[src/rtl/mult_div_unit.sv]
// Iterative radix-2 multiply/divide unit with architectural HI/LO registers.
// Build option: MULDIV_FAST_MULT_EN replaces the iterative multiply with a single-cycle multiplier.
module mult_div_unit #(
  parameter int WIDTH = 32
) (
  input  logic             clk,
  input  logic             reset_n,
  input  logic             start,
  input  logic [1:0]       op,
  input  logic [WIDTH-1:0] rs_value,
  input  logic [WIDTH-1:0] rt_value,
  input  logic             hi_we,
  input  logic             lo_we,
  input  logic [WIDTH-1:0] wr_data,
  output logic             busy,
  output logic             done,
  output logic             div_by_zero,
  output logic [WIDTH-1:0] hi,
  output logic [WIDTH-1:0] lo
);

  localparam int CNT_W = 6;

  typedef enum logic [1:0] {
    S_IDLE = 2'd0,
    S_RUN  = 2'd1,
    S_FIX  = 2'd2
  } state_t;

  function automatic logic [WIDTH-1:0] cond_neg_w(input logic neg, input logic [WIDTH-1:0] v);
    return neg ? (~v + WIDTH'(1)) : v;
  endfunction

  function automatic logic [2*WIDTH-1:0] cond_neg_2w(input logic neg, input logic [2*WIDTH-1:0] v);
    return neg ? (~v + (2*WIDTH)'(1)) : v;
  endfunction

  state_t             state_q, state_d;
  logic [CNT_W-1:0]   cnt_q, cnt_d;
  logic [WIDTH-1:0]   hi_q, hi_d, lo_q, lo_d;
  logic               busy_q, busy_d, done_q, done_d, dbz_out_q, dbz_out_d;

  logic [WIDTH-1:0]   a_q, a_d, b_q, b_d;
  logic [2*WIDTH-1:0] acc_q, acc_d;
  logic               is_mult_q, is_mult_d, neg_lo_q, neg_lo_d, neg_hi_q, neg_hi_d, dbz_q, dbz_d;

  logic signed [WIDTH-1:0] rs_s, rt_s;
  logic               rs_neg, rt_neg;
  logic [WIDTH-1:0]   rs_mag, rt_mag;

  logic [WIDTH:0]     mul_sum, div_shift, div_diff;
  logic [2*WIDTH-1:0] mul_next, div_next, prod, mul_res;
  logic [WIDTH-1:0]   fix_hi, fix_lo;

  assign rs_s   = rs_value;
  assign rt_s   = rt_value;
  assign rs_neg = op[0] & (rs_s < 0);
  assign rt_neg = op[0] & (rt_s < 0);
  assign rs_mag = cond_neg_w(rs_neg, rs_value);
  assign rt_mag = cond_neg_w(rt_neg, rt_value);

  // Multiply: acc = {partial product, remaining multiplier bits}, shifted right each step.
  assign mul_sum  = {1'b0, acc_q[2*WIDTH-1:WIDTH]} + (acc_q[0] ? {1'b0, a_q} : '0);
  assign mul_next = {mul_sum, acc_q[WIDTH-1:1]};

  // Divide: acc = {partial remainder, dividend/quotient bits}; restore when the trial goes negative.
  assign div_shift = {acc_q[2*WIDTH-1:WIDTH], acc_q[WIDTH-1]};
  assign div_diff  = div_shift - {1'b0, b_q};
  assign div_next  = div_diff[WIDTH] ? {div_shift[WIDTH-1:0], acc_q[WIDTH-2:0], 1'b0}
                                     : {div_diff[WIDTH-1:0],  acc_q[WIDTH-2:0], 1'b1};

`ifdef MULDIV_FAST_MULT_EN
  logic [2*WIDTH-1:0] fast_prod;
  assign fast_prod = {{WIDTH{1'b0}}, a_q} * {{WIDTH{1'b0}}, b_q};
  assign prod      = is_mult_q ? fast_prod : acc_q;
`else
  assign prod      = acc_q;
`endif

  // A zero divisor leaves |rs| as remainder, so the dividend-sign fixup returns rs unchanged.
  assign mul_res = cond_neg_2w(neg_lo_q, prod);
  assign fix_hi  = is_mult_q ? mul_res[2*WIDTH-1:WIDTH] : cond_neg_w(neg_hi_q, acc_q[2*WIDTH-1:WIDTH]);
  assign fix_lo  = is_mult_q ? mul_res[WIDTH-1:0]
                             : (dbz_q ? '1 : cond_neg_w(neg_lo_q, acc_q[WIDTH-1:0]));

  always_comb begin
    state_d   = state_q;
    cnt_d     = cnt_q;
    hi_d      = hi_q;
    lo_d      = lo_q;
    busy_d    = busy_q;
    done_d    = 1'b0;
    dbz_out_d = 1'b0;
    a_d       = a_q;
    b_d       = b_q;
    acc_d     = acc_q;
    is_mult_d = is_mult_q;
    neg_lo_d  = neg_lo_q;
    neg_hi_d  = neg_hi_q;
    dbz_d     = dbz_q;
    case (state_q)
      S_IDLE: begin
        if (start) begin
          a_d       = rs_mag;
          b_d       = rt_mag;
          is_mult_d = ~op[1];
          acc_d     = {{WIDTH{1'b0}}, (op[1] ? rs_mag : rt_mag)};
          neg_lo_d  = rs_neg ^ rt_neg;
          neg_hi_d  = op[1] ? rs_neg : (rs_neg ^ rt_neg);
          dbz_d     = op[1] & (rt_value == '0);
          cnt_d     = '0;
          busy_d    = 1'b1;
          state_d   = S_RUN;
`ifdef MULDIV_FAST_MULT_EN
          if (!op[1]) state_d = S_FIX;
`endif
        end else begin
          if (hi_we) hi_d = wr_data;
          if (lo_we) lo_d = wr_data;
        end
      end
      S_RUN: begin
        acc_d = is_mult_q ? mul_next : div_next;
        cnt_d = cnt_q + CNT_W'(1);
        if (cnt_q == CNT_W'(WIDTH - 1)) state_d = S_FIX;
      end
      S_FIX: begin
        hi_d      = fix_hi;
        lo_d      = fix_lo;
        done_d    = 1'b1;
        dbz_out_d = dbz_q;
        busy_d    = 1'b0;
        state_d   = S_IDLE;
      end
      default: state_d = S_IDLE;
    endcase
  end

  always_ff @(posedge clk or negedge reset_n) begin
    if (!reset_n) begin
      state_q   <= S_IDLE;
      cnt_q     <= '0;
      hi_q      <= '0;
      lo_q      <= '0;
      busy_q    <= 1'b0;
      done_q    <= 1'b0;
      dbz_out_q <= 1'b0;
    end else begin
      state_q   <= state_d;
      cnt_q     <= cnt_d;
      hi_q      <= hi_d;
      lo_q      <= lo_d;
      busy_q    <= busy_d;
      done_q    <= done_d;
      dbz_out_q <= dbz_out_d;
    end
  end

  // Operand and accumulator registers are only meaningful once loaded by start.
  always_ff @(posedge clk) begin
    a_q       <= a_d;
    b_q       <= b_d;
    acc_q     <= acc_d;
    is_mult_q <= is_mult_d;
    neg_lo_q  <= neg_lo_d;
    neg_hi_q  <= neg_hi_d;
    dbz_q     <= dbz_d;
  end

  assign busy        = busy_q;
  assign done        = done_q;
  assign div_by_zero = dbz_out_q;
  assign hi          = hi_q;
  assign lo          = lo_q;

endmodule

[config.mk]
export PLATFORM = sky130hd
export DESIGN_NAME = mult_div_unit
export DESIGN_NICKNAME = d
export VERILOG_FILES = /design/src/rtl/mult_div_unit.sv
export SDC_FILE = /design/constraint.sdc
export NUM_CORES = 1
export LEC_CHECK = 0
export ABC_AREA = 0
export CAP_MARGIN = 20
export CORE_MARGIN = 2
export CORE_UTILIZATION = 58
export DETAILED_ROUTE_END_ITERATION = 12
export PLACE_DENSITY = 0.82
export SLEW_MARGIN = 25
export SYNTH_ARGS = -nofsm -noshare
export SYNTH_HDL_FRONTEND = slang
export SYNTH_SLANG_ARGS = --single-unit
[constraint.sdc]
create_clock -name clk -period 4.6 [get_ports clk]
set_input_delay 0.92 -clock clk [delete_from_list [all_inputs] [get_ports clk]]
set_output_delay 0.92 -clock clk [all_outputs]
set_load 0.03 [all_outputs]
==> out/results.ini <==
[grt]
antenna_found_initial=0
grt_pass1_vias=13784
grt_overflow_total=0
grt_max_degree=76
grtUsageTotal_pct=34.96
grt_pass1_wl_um=77580

[synth]
ys_seq_area_share_pct=37.10
ys_types=84
syn_area_um2=15740
synth_ff_type=edfxtp_1
yosysTopAreaCellShare_pct=25.18
synth_edf_count=132
synth_top_cells_by_area=edfxtp_1, dfrtp_1, o21ai_0
synth-seq-cells=207
synthArstFlopShare_pct=36.23
avgSynthCellArea_um2=8.980
yosys.area.top_type=edfxtp_1
yosys_warnings=0
syn_nets=1927
syn_inst=1753

[floorplanning]
start_util_pct=58.74
dieArea_um2=28480
fp.dieH_um=168.8
num_rows=60
die_w_um=168.8
io_pins=170
coreArea_um2=26800

[placed_design]
io_buffer_count=169
dp_hpwl_um=38880
gp_congestion=1.015
place_area_um2=17700

[cts]
postCtsHoldBufs=0
cts_root_buf=clkbuf_16
cts_resized=0
cts_sinks=207
htreeDepth=1
cts_tree=done
cts_made_buffers=23
clock_latency_ns=0.52
clk_pin_slew_worst_paths_ns=0.06
cts_setup_buffers=0
cts_buffer_depth=3

[setup_path]
critPathLaunchType=flop
startpoint=acc_q[0]$_DFFE_PP_
critical_path_class=flop to flop
worst_ep_arrival_time_ns=4.12
critPathCaptureType=flop
cp_max_fo=30
reg2reg_from=acc_q[0]$_DFFE_PP_
cp.required_ns=4.88

[run]
drv_cap=0

[drt]
routed.top_layer=met4
met2_length_um=22840
via_count=14588
antenna_left=0
drc=0
wl_met3_um=4731
drt-pass1-iter-count=5
wl_met1_um=21610
totalWireLength_um=50660
drtIter0Drc=1934
vias_per_cell=6.510
wl_per_cell_um=22.61

[outcome]
outcome=complete, no violations

[timing]
worst_clock_skew_ns=0.01135
rsz0062_at_grt=false
hold_viol_final=0
drv_slew=0
setup_violations=0
relSlewSlack_pct=33.63
min_period_ns=3.843
worst_pin_slew_ns=0.9955
fin_setup_tns_ns=0
max_freq_mhz=260.2
post-route-period-util_pct=83.55

[cells_and_area]
drive_above_1_share_pct=6.000
final_common_cell=o21ai_0
nets=2058
final_cell_mix=o21ai_0, nand2_1, clkdlybuf4s50_1
syn_to_final_growth_pct=17.31
fin_area_um2=18470
antenna_cells=0

[worst_hold_path]
hold_path_class=primary input to async pin

[pwr]
ir_worst_vdd_mv=0.2495
p_leak_nw=7.247
cellPowerDensity_nw_per_um2=658.6

[metrics by stage]
stage | total power, mW | std cells | hold WS (ns) | utilization (%) | setup slack (ns)
2_1_floorplan | 7.976 | 1753 | 0.4548 | - | 0.2680
3_3_place_gp | 9.987 | 2198 | 0.4612 | 65.93 | 0.5488
3_5_place_dp | 10.12 | 2199 | 0.4708 | 66.04 | 0.4645
4_1_cts | 11.99 | 2240 | 0.4833 | 68.80 | 0.8192
5_1_grt | 12.83 | 2241 | 0.2992 | 68.91 | 0.5911
6_report | 12.16 | 2241 | 0.2818 | 68.91 | 0.7566
[cell families after synthesis]
kind of cell	Yosys count	share of synthesized area, %
buffers and inverters	154	4.077
multiplexers	101	6.573
adder cells (fa/ha/maj)	71	5.738
XOR/XNOR	172	9.569
AND/OR/NAND/NOR	510	16.33
flip-flops	207	37.10
AO/OA/AOI/OAI	538	20.62
[state kept, by name, indices dropped and copies added, names as in the netlist]
| signal | flops |
|---|---|
| acc_q | 64 |
| a_q | 32 |
| b_q | 32 |
| hi | 32 |
| lo | 32 |
| cnt_q | 6 |
| state_q | 2 |
| busy | 1 |
| dbz_q | 1 |
| div_by_zero | 1 |
| done | 1 |
| is_mult_q | 1 |
| neg_hi_q | 1 |
| neg_lo_q | 1 |
[layer usage]
metal  global-route usage (%)  up-vias
li1                         -     6693
met3                    4.138       95
met1                    49.82     6992
met5                        0        -
met4                    11.06        0
met2                    56.00      808
[path summary, 6_finish.rpt]
| check | slack (ns) | end | depth (start not counted) |
|---|---|---|---|
| worst max register to register | 0.76 | acc_q[61]$_SDFFCE_PN0P_ | 12 |
| max in group asynchronous | 3.76 | lo[4]$_DFFE_PN0P_ | 2 |
| worst max-delay path | 0.76 | acc_q[61]$_SDFFCE_PN0P_ | 12 |
| min in group clk | 0.48 | lo[23]$_DFFE_PN0P_ | 2 |
| worst min register to register | 0.48 | lo[23]$_DFFE_PN0P_ | 2 |
| worst min-delay path | 0.28 | state_q[0]$_DFFE_PN0P_ | 1 |
[Yosys cell counts (all sizes together), types with 16 or more instances]
library cell  instances
o22ai                50
a21o                 35
nor4                 20
nor2                 86
inv                  66
o31ai                20
nand2               181
xnor2                94
nor3                 42
a21oi               125
dfrtp                75
mux2                 19
clkbuf               68
nand3                29
o211ai               16
edfxtp              132
ha                   69
a211oi               23
nand2b               24
buf                  20
xor2                 78
o21ai               194
and2                 54
mux2i                82
[where the power goes]
group / switching, mW / leakage [nW] / internal, mW / total [mW]
registers: 0.904 / 2.19 / 2.79 / 3.70
logic: 3.87 / 4.71 / 2.74 / 6.61
clock network: 0.768 / 0.351 / 1.09 / 1.86
[critical path: stages, from the launching register on]
cell      delay [ns]
edfxtp_1        0.53
buf_4           0.28
and2_1          0.17
ha_1            0.34
a21o_1          0.23
a21oi_1         0.18
or3b_2          0.45
o221ai_1        0.34
o21ai_0         0.33
a22o_1          0.29
a21oi_1         0.18
xnor2_1         0.08
o211a_1         0.20
[cell type report]
class	instances	area, um^2
multi-input cells	1392	9295
fillers	2157	8333
flip-flops and latches	207	5841
repair buffers	194	1917
clock buffers	28	594.3
well taps	341	426.7
inverters	66	247.7
clock inverters	13	146.4
No activity file was read; power rests on OpenSTA's default activity.
